===== src/rtl/safecode_writer.sv =====
// -----------------------------------------------------------------------------
// safecode_writer
//
// Programming front-end for the combination lock. After a rising edge on
// prog_req the user enters a new button sequence, then enters it a second
// time to confirm it. A matching confirmation commits the sequence to the
// held code register that the lock checker compares against. While
// programming is in progress (busy=1) this block owns the shared LED bank,
// and the checker ignores the buttons.
//
// Optional feature macro: SAFECODE_SYNC_EN
//   defined   - btn and prog_req pass through a 2-flop synchronizer before
//               edge detection (+2 cycles of latency).
//   undefined - inputs are assumed synchronous and are sampled directly.
//
// Ports
//   clk         in   system clock
//   rst_n       in   asynchronous active-low reset
//   btn         in   [BTN_W]  raw buttons, active-low (0 = pressed)
//   prog_req    in   programming request, rising-edge sensitive
//   code_out    out  [N_DIGITS*IDX_W] committed code, digit k at [k*IDX_W +: IDX_W]
//   code_update out  one-cycle pulse when code_out changes
//   busy        out  high in every state except IDLE
//   led_green   out  [8] programming status
//   led_red     out  error indication
// -----------------------------------------------------------------------------
module safecode_writer #(
    parameter int unsigned N_DIGITS    = 3,
    parameter int unsigned BTN_W       = 3,
    parameter int unsigned IDX_W       = $clog2(BTN_W),
    parameter logic [N_DIGITS*IDX_W-1:0] DEFAULT_CODE = {2'd2, 2'd1, 2'd0},
    parameter int unsigned TIMEOUT_CYC = 500_000_000,
    parameter int unsigned DONE_CYC    = 250_000_000,
    parameter int unsigned ERR_CYC     = 150_000_000
) (
    input  logic                      clk,
    input  logic                      rst_n,
    input  logic [BTN_W-1:0]          btn,
    input  logic                      prog_req,
    output logic [N_DIGITS*IDX_W-1:0] code_out,
    output logic                      code_update,
    output logic                      busy,
    output logic [7:0]                led_green,
    output logic                      led_red
);

    localparam int unsigned CODE_W  = N_DIGITS * IDX_W;
    localparam int unsigned CNT_W   = $clog2(N_DIGITS + 1);
    localparam int unsigned MAX_AB  = (TIMEOUT_CYC > DONE_CYC) ? TIMEOUT_CYC : DONE_CYC;
    localparam int unsigned MAX_CYC = (MAX_AB > ERR_CYC) ? MAX_AB : ERR_CYC;
    localparam int unsigned TMR_W   = $clog2(MAX_CYC + 1);

    localparam logic [TMR_W-1:0] TIMEOUT_T = TMR_W'(TIMEOUT_CYC);
    localparam logic [TMR_W-1:0] DONE_T    = TMR_W'(DONE_CYC);
    localparam logic [TMR_W-1:0] ERR_T     = TMR_W'(ERR_CYC);
    localparam logic [CNT_W-1:0] LAST_IDX  = CNT_W'(N_DIGITS - 1);

    typedef enum logic [2:0] {IDLE, ENTER, CONFIRM, DONE, ERROR} state_e;

    // ---------------------------------------------------------------- inputs
    // Synchronizers carry the pressed sense (~btn) so that their reset value
    // of 0 means "nothing pressed".
    logic [BTN_W-1:0] p_in;
    logic             req_in;

`ifdef SAFECODE_SYNC_EN
    logic [BTN_W-1:0] p_s1_q, p_s2_q;
    logic             req_s1_q, req_s2_q;

    always_ff @(posedge clk or negedge rst_n) begin
        if (!rst_n) begin
            p_s1_q   <= '0;
            p_s2_q   <= '0;
            req_s1_q <= 1'b0;
            req_s2_q <= 1'b0;
        end else begin
            p_s1_q   <= ~btn;
            p_s2_q   <= p_s1_q;
            req_s1_q <= prog_req;
            req_s2_q <= req_s1_q;
        end
    end

    assign p_in   = p_s2_q;
    assign req_in = req_s2_q;
`else
    assign p_in   = ~btn;
    assign req_in = prog_req;
`endif

    // Sample register plus one-cycle history for edge detection.
    logic [BTN_W-1:0] p_q, p_prev_q;
    logic             req_q, req_prev_q;

    logic [BTN_W-1:0] edge_v;
    logic             multi_press, single_press, req_rise;
    logic [IDX_W-1:0] digit;

    assign edge_v       = p_q & ~p_prev_q;
    // Clearing the lowest set bit leaves something only if two or more were set.
    assign multi_press  = |(edge_v & (edge_v - 1'b1));
    assign single_press = (|edge_v) && !multi_press;
    assign req_rise     = req_q && !req_prev_q;

    always_comb begin
        digit = '0;
        for (int i = 0; i < int'(BTN_W); i++) begin
            if (edge_v[i]) digit = IDX_W'(i);
        end
    end

    // ------------------------------------------------------------------- FSM
    state_e             state_q, state_d;
    logic [CNT_W-1:0]   cnt_q, cnt_d;
    logic [TMR_W-1:0]   timer_q, timer_d, timer_inc;
    logic [CODE_W-1:0]  buf_q, buf_d;
    logic [CODE_W-1:0]  code_q, code_d;
    logic               upd_q, upd_d;
    logic               busy_q, busy_d;
    logic [7:0]         led_green_q, led_green_d;
    logic               led_red_q, led_red_d;
    logic [IDX_W-1:0]   expect_digit;

    // Timer saturates at all-ones instead of wrapping.
    assign timer_inc    = (&timer_q) ? timer_q : timer_q + 1'b1;
    assign expect_digit = buf_q[cnt_q*IDX_W +: IDX_W];

    function automatic logic [7:0] thermo(input logic [CNT_W-1:0] n);
        logic [7:0] t;
        t = '0;
        for (int i = 0; i < 5; i++) begin
            if (i < int'(n)) t[i] = 1'b1;
        end
        return t;
    endfunction

    always_comb begin
        // NOTE: every signal gets a default first so no path through the
        // case statement can leave it unassigned and infer a latch.
        state_d = state_q;
        cnt_d   = cnt_q;
        timer_d = timer_inc;
        buf_d   = buf_q;
        code_d  = code_q;
        upd_d   = 1'b0;

        case (state_q)
            IDLE: begin
                timer_d = '0;
                if (req_rise) begin
                    state_d = ENTER;
                    cnt_d   = '0;
                end
            end
            ENTER: begin
                // A press outranks a timeout landing on the same cycle.
                if (multi_press) begin
                    state_d = ERROR;
                    timer_d = '0;
                end else if (single_press) begin
                    buf_d[cnt_q*IDX_W +: IDX_W] = digit;
                    timer_d = '0;
                    if (cnt_q == LAST_IDX) begin
                        state_d = CONFIRM;
                        cnt_d   = '0;
                    end else begin
                        cnt_d = cnt_q + 1'b1;
                    end
                end else if (timer_inc == TIMEOUT_T) begin
                    state_d = IDLE;
                    timer_d = '0;
                end
            end
            CONFIRM: begin
                if (multi_press || (single_press && digit != expect_digit)) begin
                    state_d = ERROR;
                    timer_d = '0;
                end else if (single_press) begin
                    timer_d = '0;
                    if (cnt_q == LAST_IDX) begin
                        state_d = DONE;
                        cnt_d   = '0;
                        code_d  = buf_q;
                        upd_d   = 1'b1;
                    end else begin
                        cnt_d = cnt_q + 1'b1;
                    end
                end else if (timer_inc == TIMEOUT_T) begin
                    state_d = IDLE;
                    timer_d = '0;
                end
            end
            DONE: begin
                if (timer_inc == DONE_T) begin
                    state_d = IDLE;
                    timer_d = '0;
                end
            end
            ERROR: begin
                if (timer_inc == ERR_T) begin
                    state_d = IDLE;
                    timer_d = '0;
                end
            end
            default: begin
                state_d = IDLE;
                timer_d = '0;
            end
        endcase

        // Outputs are decoded from the next state and then registered.
        busy_d      = (state_d != IDLE);
        led_red_d   = (state_d == ERROR);
        led_green_d = 8'h00;
        case (state_d)
            ENTER:   led_green_d = 8'h80 | thermo(cnt_d);
            CONFIRM: led_green_d = 8'hC0 | thermo(cnt_d);
            DONE:    led_green_d = 8'hFF;
            default: led_green_d = 8'h00;
        endcase
    end

    always_ff @(posedge clk or negedge rst_n) begin
        if (!rst_n) begin
            p_q         <= '0;
            p_prev_q    <= '0;
            req_q       <= 1'b0;
            req_prev_q  <= 1'b0;
            state_q     <= IDLE;
            cnt_q       <= '0;
            timer_q     <= '0;
            // NOTE: the entry buffer is only a few bits, so it is reset like
            // any other register; larger memories would normally be left unreset.
            buf_q       <= '0;
            code_q      <= DEFAULT_CODE;
            upd_q       <= 1'b0;
            busy_q      <= 1'b0;
            led_green_q <= 8'h00;
            led_red_q   <= 1'b0;
        end else begin
            // NOTE: non-blocking assignments so every flop samples values from
            // before this edge, independent of statement order.
            p_q         <= p_in;
            p_prev_q    <= p_q;
            req_q       <= req_in;
            req_prev_q  <= req_q;
            state_q     <= state_d;
            cnt_q       <= cnt_d;
            timer_q     <= timer_d;
            buf_q       <= buf_d;
            code_q      <= code_d;
            upd_q       <= upd_d;
            busy_q      <= busy_d;
            led_green_q <= led_green_d;
            led_red_q   <= led_red_d;
        end
    end

    assign code_out    = code_q;
    assign code_update = upd_q;
    assign busy        = busy_q;
    assign led_green   = led_green_q;
    assign led_red     = led_red_q;

endmodule


===== config.mk =====
export PLATFORM = sky130hd
export DESIGN_NAME = safecode_writer
export DESIGN_NICKNAME = d
export VERILOG_FILES = /design/src/rtl/safecode_writer.sv
export SDC_FILE = /design/constraint.sdc
export NUM_CORES = 1
export LEC_CHECK = 0
export CELL_PAD_IN_SITES_DETAIL_PLACEMENT = 1
export CELL_PAD_IN_SITES_GLOBAL_PLACEMENT = 1
export CORE_MARGIN = 2
export CORE_UTILIZATION = 50
export DETAILED_ROUTE_END_ITERATION = 8
export PLACE_DENSITY_LB_ADDON = 0.1
export SKIP_LAST_GASP = 1
export SLEW_MARGIN = 20
export SYNTH_ARGS = -nofsm -noshare
export SYNTH_HDL_FRONTEND = slang
export SYNTH_SLANG_ARGS = --single-unit

===== constraint.sdc =====
create_clock -name clk -period 8.1 [get_ports clk]
set_input_delay 1.62 -clock clk [delete_from_list [all_inputs] [get_ports clk]]
set_output_delay 1.62 -clock clk [all_outputs]
set_load 0.005 [all_outputs]

==> results of run 1 <==
-- routing by layer --
metal  share of wire, %  global-route usage, %  wire (um)
met2                 52                  43.15       4540
met5                  0                      0          0
met4                1.5                  7.851        129
met3                2.7                  5.970        239
met1                 44                  30.72       3841
-- worst reg2reg max path, stage by stage (launching register included) --
cell and delay, ns:
dfrtp_1 0.51, nand4_2 0.24, or4_1 0.76, a2111oi_0 0.58, xnor2_1 0.26, o2111ai_1 0.21
or2_1 0.30, o31a_1 0.35, nor3b_4 0.50, buf_8 0.24, nor2_1 0.07
-- area by class of cell --
type / instances / share of cell area [%]
multi-input combinational: 276 / 46.49
timing repair buffer: 24 / 5.936
tap: 96 / 2.999
inverter: 8 / 0.7498
clock inverter: 6 / 1.218
clock buffer: 10 / 3.186
sequential: 63 / 39.43
-- registers in the layout, indices dropped and copies added (netlist names), 2 cells and up --
signal / cells
p_prev_q: 3
buf_q: 6
cnt_q: 2
p_q: 3
timer_q: 29
led_green: 6
code_out: 6
state_q: 3
-- how the worst max path moves through the flow --
stage	startpoint	endpoint	slack, ns	depth (start not counted)
6_report	timer_q[3]$_DFF_PN0_	timer_q[13]$_DFF_PN0_	3.95	10
4_1_cts	timer_q[4]$_DFF_PN0_	timer_q[10]$_DFF_PN0_	3.57	9
5_1_grt	timer_q[3]$_DFF_PN0_	timer_q[13]$_DFF_PN0_	3.60	10
2_1_floorplan	timer_q[4]$_DFF_PN0_	led_green[0]$_DFF_PN0_	4.67	11
3_3_place_gp	timer_q[4]$_DFF_PN0_	timer_q[3]$_DFF_PN0_	3.71	9
3_5_place_dp	timer_q[4]$_DFF_PN0_	timer_q[10]$_DFF_PN0_	3.60	9
-- cells by family after synthesis --
logic type / Yosys count / share of synthesized area (%)
simple gates: 163 / 25.09
compound gates: 68 / 14.61
flops: 63 / 44.09
buf+inv: 31 / 3.913
xor+xnor: 26 / 6.359
mux: 10 / 3.005
fa+ha+maj: 9 / 2.935
-- cell usage in the layout (no fill, tap or decap), types with 8 or more instances in the layout --
cell type / instances
a21oi_1: 9
and4_1: 9
clkbuf_8: 9
clkdlybuf4s50_1: 21
dfrtp_1: 61
inv_1: 8
nand2_1: 31
nand3_1: 11
nand4_1: 8
nor2_1: 41
o21ai_0: 11
xnor2_1: 12
xor2_1: 14
-- per-stage QoR --
stage	std cells	total power [mW]
after global routing	483	0.9181
after floorplan	370	0.5360
final	483	0.8635
after detailed placement	466	0.6167
after global placement	466	0.6060
after CTS	482	0.8639
-- power groups by stage --
stage	Combinational, mW	Clock, mW	Sequential (mW)
global placement	0.220	0	0.386
floorplan	0.158	0	0.378
detailed placement	0.229	0	0.388
CTS	0.230	0.251	0.382
global route	0.264	0.266	0.388
finish	0.238	0.244	0.382
==> out/metrics.yaml, run 1 <==
p_leak_nw: 1.557
timing.fmax_mhz: 240.7
cap_violations: 0
die_area_mm2: 0.007854
pre_cts_ws_ns: 3.597
r2r_end: "timer_q[13]$_DFF_PN0_"
p_per_area_mw_per_mm2: 215.6
clkTransAtPathRegs_ns: 0.08
grt_overflow: 0
drt_iter0_drc: 129
rsz0062_at_grt: "false"
seqPwrFrac_pct: 44.3
maxSlewHeadroom_pct: 47.75
firstDrtPassIters: 4
place_area_mm2: 0.003814
grt_usage_pct: 24.94
required_ns: 8.32
fin_nets: 394
min_to: "p_prev_q[1]$_DFF_PN0_"
synth_commonest_cells: "dfrtp_1 (61), nor2_1 (41), nand2_1 (31)"
placement_rows: 30
whs_ns: 0.3798
cts_tree: "yes"
num_antenna_cells: 0
start_kind: "flip-flop"
design_area_mm2: 0.004005
cts_buffer_depth: 2
setup_violations: 0
numCtsBuffers: 9
grt_pass1_vias: 3018
worstPathCellList: "nand4_2 > or4_1 > a2111oi_0 > xnor2_1 > o2111ai_1 > or2_1 > o31a_1 > nor3b_4 > buf_8 > nor2_1"
min_period_ns: 4.154
critPathArrivalTime_ns: 4.37
hold_path.class: "reg2reg"
r2r_setup_slack_ns: 3.95
p_sw_uw: 301.3
worst-path-buf-inv: 1
seq_area_frac_synth_pct: 44.10
syn_area_per_cell_um2: 9.678
max_slew.worst_pin.slew_ns: 0.7838
critPathKind: "reg2reg"
vias_per_cell: 5.896
clock_latency_ns: 0.35
utilization_pct: 58.31
ios: 23
ir_worst_vdd_v: 0.0001404
syn_nets: 382
antenna_found_initial: 0
grt_max_degree: 64
min_from: "p_q[1]$_DFF_PN0_"
p_comb_share_pct: 27.5
synth_edf_count: 0
ys.flop_type: "dfrtp_1"
synthCells: 370
setup_tns_ns: 0
swShare_pct: 34.89
num_vias: 2848
final_hold_viol_count: 0
synthArstFlopShare_pct: 100.0
design.core.area_mm2: 0.006869
internal-power_uw: 562.2
yosys.cell_types.count: 60
final-max-slew-violation-count: 0
dieWidth_um: 88.63
wl_mm: 8.751
fin_crit_sh_pct: 51.28
clock_skew_ns: 0.009156
ant_nets: 0
syn_to_final_growth_pct: 11.84
port_buffers: 22
cpPeakStageDelay_ns: 0.76
ctsResizeCount: 0
reg2regPathDepth: 10
fin_ws_ns: 3.946
slowest_stage: "or4_1"
seqCellArea_mm2: 0.001579
synth_top_area_cell: "dfrtp_1"
hpwl_mm: 6.364
cts_hold_buf: 0
die_h_um: 88.63
gp_congestion: 0.8530
numClockSinks: 63
htreeDepth: 3
yosysWarnings: 0
rr_startpoint: "timer_q[3]$_DFF_PN0_"
worstHoldPathCells: 0
fillers: 783
endpoint_kind: "flip-flop"
cp_top_family: "simple AND/OR/NAND/NOR gates"
yosysMostFrequentCell: "dfrtp_1"
crit_fanout: 17
ctsRootBufferMaster: "clkbuf_8"
yosys-top-cells-area: "dfrtp_1 (43%), nor2_1 (4.3%), xor2_1 (3.4%)"
ys_seq_elements: 63
start_util_pct: 52.13
grt_first_pass_wirelength_mm: 14.96
status: "complete, no violations"
netlist_area_mm2: 0.003581
drcViolationCount: 0
multiInputGateArea_mm2: 0.001862
netlist.area_leader.share_pct: 42.63
avgRoutedWirePerCell_um: 18.12
post-cts-setup-buffers: 0
drive_gt1_share_pct: 9.819
power_frac_clock_pct: 28.2
Power figures use the tool's default switching activity.
==> inputs of run 2 (changes only) <==
CORE_UTILIZATION = 42   (was 50)
clock period = 3.6 ns   (was 8.1 ns; I/O delays follow)
==> out/metrics.yaml, run 2 (same netlist as run 1, synthesis figures left out) <==
ios: 23  # unchanged
drt_iter0_drc: 85  # -34%
grt_max_degree: 27  # -58%
grt_usage_pct: 22.90  # -2.0 points
hold_path.class: "in2async"
utilization_pct: 54.20  # -4.1 points
fillers: 961  # +23%
clkTransAtPathRegs_ns: 0.07  # about the same
num_antenna_cells: 0  # unchanged
start_util_pct: 43.36  # -8.8 points
r2r_end: "led_green[0]$_DFF_PN0_"
path_depth: 11  # +1
design_area_mm2: 0.004476  # +12%
multiInputGateArea_mm2: 0.001932  # +3.8%
design.core.area_mm2: 0.008258  # +20%
grt_first_pass_wirelength_mm: 16.09  # +7.6%
antenna_found_initial: 0  # unchanged
fin_ws_ns: 0.1852  # -3.761 ns
reg2regPathDepth: 11  # +1
ant_nets: 0  # unchanged
grt_overflow: 0  # unchanged
worst-path-buf-inv: 2  # +1
clock_skew_ns: 0.005419  # -0.003738 ns
critPathArrivalTime_ns: 3.63  # -0.74 ns
p_per_area_mw_per_mm2: 467.4  # +120%
htreeDepth: 3  # unchanged
fin_crit_sh_pct: 94.86  # +44 points
slowest_stage: "or4_4"
num_vias: 3032  # +6.5%
min_period_ns: 3.415  # -0.7391 ns
wl_mm: 9.834  # +12%
required_ns: 3.81  # -4.51 ns
die_area_mm2: 0.009280  # +18%
max_slew.worst_pin.slew_ns: 0.5678  # -0.2160 ns
pre_cts_ws_ns: -0.03557  # -3.633 ns
start_kind: "flip-flop"
ctsRootBufferMaster: "clkbuf_8"
cpPeakStageDelay_ns: 0.57  # -0.19 ns
die_h_um: 96.34  # +8.7%
fin_nets: 440  # +12%
crit_fanout: 7  # -10
crit_end: "led_green[0]$_DFF_PN0_"
timing.fmax_mhz: 292.8  # +22%
placed_cells: 516  # +11%
cp_top_family: "simple AND/OR/NAND/NOR gates"
registers.top_by_ff_count: "timer_q"
ir_worst_vdd_v: 0.0002782  # +98%
vias_per_cell: 5.636  # -4.4%
critPathLaunch: "timer_q[3]$_DFF_PN0_"
gp_congestion: 0.8863  # +3.9%
drive_gt1_share_pct: 21.48  # +12 points
numClockSinks: 63  # unchanged
cts_hold_buf: 0  # unchanged
place_area_mm2: 0.004145  # +8.7%
largest_reg_flops: 29  # unchanged
cap_violations: 0  # unchanged
firstDrtPassIters: 4  # unchanged
cts_tree: "yes"
port_buffers: 22  # unchanged
avgRoutedWirePerCell_um: 18.28  # +0.89%
whs_ns: 0.3039  # -0.07590 ns
dieWidth_um: 96.34  # +8.7%
p_total_mw: 2.092  # +140%
maxSlewHeadroom_pct: 61.17  # +13 points
final_hold_viol_count: 0  # unchanged
clock_latency_ns: 0.34  # about the same
r2r_setup_slack_ns: 0.19  # -3.76 ns
seqCellArea_mm2: 0.001580  # about the same
hpwl_mm: 7.391  # +16%
final_common_cell: "dfrtp_1"
mostFrequentLayoutCells: "dfrtp_1 (60), buf_4 (47), nor2_1 (41), nand2_1 (31), clkdlybuf4s50_1 (21)"
final-max-slew-violation-count: 0  # unchanged
placement_rows: 33  # +10%
numCtsBuffers: 9  # unchanged
layout.cells.non_filler: 538  # +11%
endpoint_kind: "flip-flop"
p_leak_nw: 1.826  # +17%
worstPathCellList: "nand4_2 > or4_4 > buf_4 > a2111oi_4 > xor2_2 > nor4_2 > nand4_1 > nor4_2 > buf_4 > o311ai_2 > maj3_1"
drcViolationCount: 0  # unchanged
cts_buffer_depth: 2  # unchanged
syn_to_final_growth_pct: 24.98
setup_tns_ns: 0  # unchanged
rr_startpoint: "timer_q[3]$_DFF_PN0_"
setup_violations: 0  # unchanged
status: "complete, no violations"
critPathKind: "reg2reg"
grt_pass1_vias: 3182  # +5.4%
run 2: changes by cell type in the layout (fill, tap and decap cells not counted), moves of 2 or more:
cell | previous run | this run
bufinv_16 | 0 | 2
buf_4 | 1 | 47
a2111oi_0 | 3 | 1
clkinv_4 | 3 | 0
run 2: where the power goes:
| part | internal, mW | leakage (nW) | switching, mW |
|---|---|---|---|
| registers | 0.782 | 0.842 | 0.0847 |
| clock network | 0.390 | 0.0958 | 0.285 |
| logic | 0.247 | 0.888 | 0.302 |
| total | 1.42 | 1.83 | 0.672 |
run 2: layer usage:
layer | share of wire, % | up-vias | global-route usage (%) | routed length, um
met1 | 46 | 1541 | 28.78 | 4556
li1 | - | 1452 | - | -
met3 | 1.8 | 11 | 4.150 | 173
met4 | 1.1 | 0 | 6.690 | 112
met2 | 51 | 28 | 40.10 | 4992
met5 | 0 | - | 0 | 0
run 2: layout make-up:
| type | instances | share of cell area [%] |
|---|---|---|
| tap | 105 | 2.935 |
| timing repair buffer | 70 | 13.14 |
| sequential | 63 | 35.31 |
| clock buffer | 11 | 2.935 |
| multi-input combinational | 276 | 43.16 |
| clock inverter | 5 | 1.845 |
| inverter | 8 | 0.6710 |
run 2: how the worst min path moves through the flow:
stage | end | slack [ns] | cells past startpoint
floorplan | p_prev_q[1]$_DFF_PN0_ | 0.35 | 0
global placement | p_prev_q[1]$_DFF_PN0_ | 0.35 | 0
detailed placement | req_prev_q$_DFF_PN0_ | 0.36 | 0
CTS | timer_q[26]$_DFF_PN0_ | 0.30 | 1
global route | timer_q[16]$_DFF_PN0_ | 0.31 | 1
finish | timer_q[26]$_DFF_PN0_ | 0.30 | 1
run 2: worst reg2reg max path, delay by kind of cell, from the launching register on:
kind | cells | cell delay [ns]
buf+inv | 2 | 0.37
flops | 1 | 0.40
xor+xnor | 1 | 0.17
simple gates | 5 | 1.39
compound gates | 2 | 0.58
fa+ha+maj | 1 | 0.38
run 2: repair_timing:
action	CTS	global route
gates cloned	0	0
pin swaps	1	4
setup endpoints to repair	4	34
buffers inserted	1	5
resized for setup	1	14
==> inputs of run 3 (changes only) <==
clock period = 2.9 ns   (was 3.6 ns; I/O delays follow)
==> out/metrics.yaml, run 3 (same netlist as run 1, synthesis figures left out) <==
htreeDepth: 3  # unchanged
syn_to_final_growth_pct: 44.83
grt_first_pass_wirelength_mm: 18.51  # +15%
wl_mm: 12.09  # +23%
fin_nets: 505  # +15%
cts_buffer_depth: 2  # unchanged
cap_violations: 0  # unchanged
design_area_mm2: 0.005186  # +16%
firstDrtPassIters: 6  # +2
p_comb_share_pct: 29.8  # +3.5 points
final-max-slew-violation-count: 0  # unchanged
max_slew.worst_pin.slew_ns: 0.8475  # +0.2797 ns
clock_latency_ns: 0.34  # about the same
p_total_mw: 2.814  # +35%
grt_pass1_vias: 3570  # +12%
numCtsBuffers: 9  # unchanged
registers.top_by_ff_count: "timer_q"
critPathKind: "reg2reg"
ctsRootBufferMaster: "clkbuf_8"
avgRoutedWirePerCell_um: 20.05  # +9.7%
p_leak_nw: 2.210  # +21%
final_common_cell: "buf_4"
ios: 23  # unchanged
placement_rows: 33  # unchanged
dieWidth_um: 96.34  # unchanged
clkTransAtPathRegs_ns: 0.08  # about the same
grt_overflow: 0  # unchanged
numClockSinks: 63  # unchanged
crit_fanout: 28  # +21
fin_ws_ns: -0.5013  # -0.6865 ns
start_kind: "flip-flop"
setup_tns_ns: -18.10  # -18.10 ns
grt_max_degree: 64  # +140%
die_area_mm2: 0.009280  # unchanged
design.core.area_mm2: 0.008258  # unchanged
min_period_ns: 3.401  # -0.01355 ns
cts_tree: "yes"
p_sw_uw: 950.5  # +42%
p_per_area_mw_per_mm2: 542.6  # +16%
start_util_pct: 43.36  # unchanged
reg2regPathDepth: 13  # +2
drive_gt1_share_pct: 37.55  # +16 points
hold_path.class: "in2async"
antenna_found_initial: 0  # unchanged
port_buffers: 22  # unchanged
grt_usage_pct: 26.68  # +3.8 points
status: "complete, but fails checks"
endpoint_kind: "flip-flop"
maxSlewHeadroom_pct: 42.04  # -19 points
seqPwrFrac_pct: 38.7  # -2.8 points
timing.fmax_mhz: 294.0  # +0.40%
swShare_pct: 33.78  # +1.7 points
largest_reg_flops: 29  # unchanged
hpwl_mm: 7.676  # +3.9%
die_h_um: 96.34  # unchanged
rsz0062_at_grt: "true"
place_area_mm2: 0.004629  # +12%
mostFrequentLayoutCells: "buf_4 (107), dfrtp_1 (57), nor2_1 (41), nand2_1 (29), clkdlybuf4s50_1 (21)"
vias_per_cell: 5.697  # +1.1%
power_frac_clock_pct: 31.5  # -0.8 points
final_hold_viol_count: 0  # unchanged
drcViolationCount: 0  # unchanged
gp_congestion: 0.8866  # about the same
clock_skew_ns: 0.006958  # +0.001540 ns
ant_nets: 0  # unchanged
internal-power_mw: 1.864  # +31%
violations: "negative setup slack"
ir_worst_vdd_v: 0.0004713  # +69%
required_ns: 3.12  # -0.69 ns
setup_violations: 40  # +40
critPathArrivalTime_ns: 3.62  # about the same
drt_iter0_drc: 133  # +56%
num_antenna_cells: 0  # unchanged
num_vias: 3435  # +13%
fin_crit_sh_pct: 117.3  # +22 points
-- run 3: final cells by class --
class / count / area (um^2)
fillers: 925 / 3072
multi-input cells: 276 / 2110
flip-flops and latches: 63 / 1584
repair buffers: 135 / 1104
well taps: 105 / 131.4
clock buffers: 9 / 123.9
clock inverters: 7 / 103.9
inverters: 8 / 30.03
-- run 3: per-stage QoR --
step	utilization (%)	setup slack, ns	hold WS [ns]	cells
2_1_floorplan	-	-0.2422	0.2844	370
3_3_place_gp	56.06	-0.4023	0.3515	567
3_5_place_dp	56.06	-0.4900	0.3747	567
4_1_cts	61.50	-0.3381	0.2460	595
5_1_grt	62.80	-0.6290	0.2510	603
6_report	62.80	-0.5013	0.2146	603
-- run 3: power by group through the flow --
| stage | clock network, mW | logic (mW) | registers (mW) |
|---|---|---|---|
| 2_1_floorplan | 0 | 0.459 | 1.06 |
| 3_3_place_gp | 0 | 0.733 | 1.08 |
| 3_5_place_dp | 0 | 0.759 | 1.09 |
| 4_1_cts | 0.914 | 0.810 | 1.09 |
| 5_1_grt | 0.943 | 0.903 | 1.10 |
| 6_report | 0.888 | 0.838 | 1.09 |
-- run 3: worst max-delay path, cell delays in order (launching register included) --
cell and delay [ns]:
dfrtp_1 0.38, ha_2 0.19, buf_4 0.12, nand3_1 0.15, or4b_2 0.74, a21oi_2 0.19, mux2i_4 0.10, buf_4 0.15
nor3_1 0.26, and3_1 0.24, a21bo_2 0.22, nor3b_4 0.25, buf_12 0.22, nor3_1 0.07
-- run 3: worst paths after layout --
kind	startpoint	end	slack (ns)
hold / removal	rst_n	timer_q[22]$_DFF_PN0_	0.21
hold reg to reg	req_q$_DFF_PN0_	req_prev_q$_DFF_PN0_	0.40
max in group asynchronous	rst_n	code_out[2]$_DFFE_PN1P_	2.34
setup / recovery	timer_q[1]$_DFF_PN0_	timer_q[2]$_DFF_PN0_	-0.50
min in group clk	req_q$_DFF_PN0_	req_prev_q$_DFF_PN0_	0.40
setup reg to reg	timer_q[1]$_DFF_PN0_	timer_q[2]$_DFF_PN0_	-0.50
-- run 3: per-layer routing --
metal | part of all wire, % | global-route usage, %
met1 | 41 | 31.53
met2 | 55 | 48.96
met3 | 1.9 | 4.464
met4 | 2.2 | 8.568
met5 | 0 | 0
-- run 3: what timing repair did --
action,in CTS,in global routing
resized for setup,32,10
pin swaps,16,3
hold buffers,0,0
buffers inserted,12,9
endpoints found under the setup margin,40,40
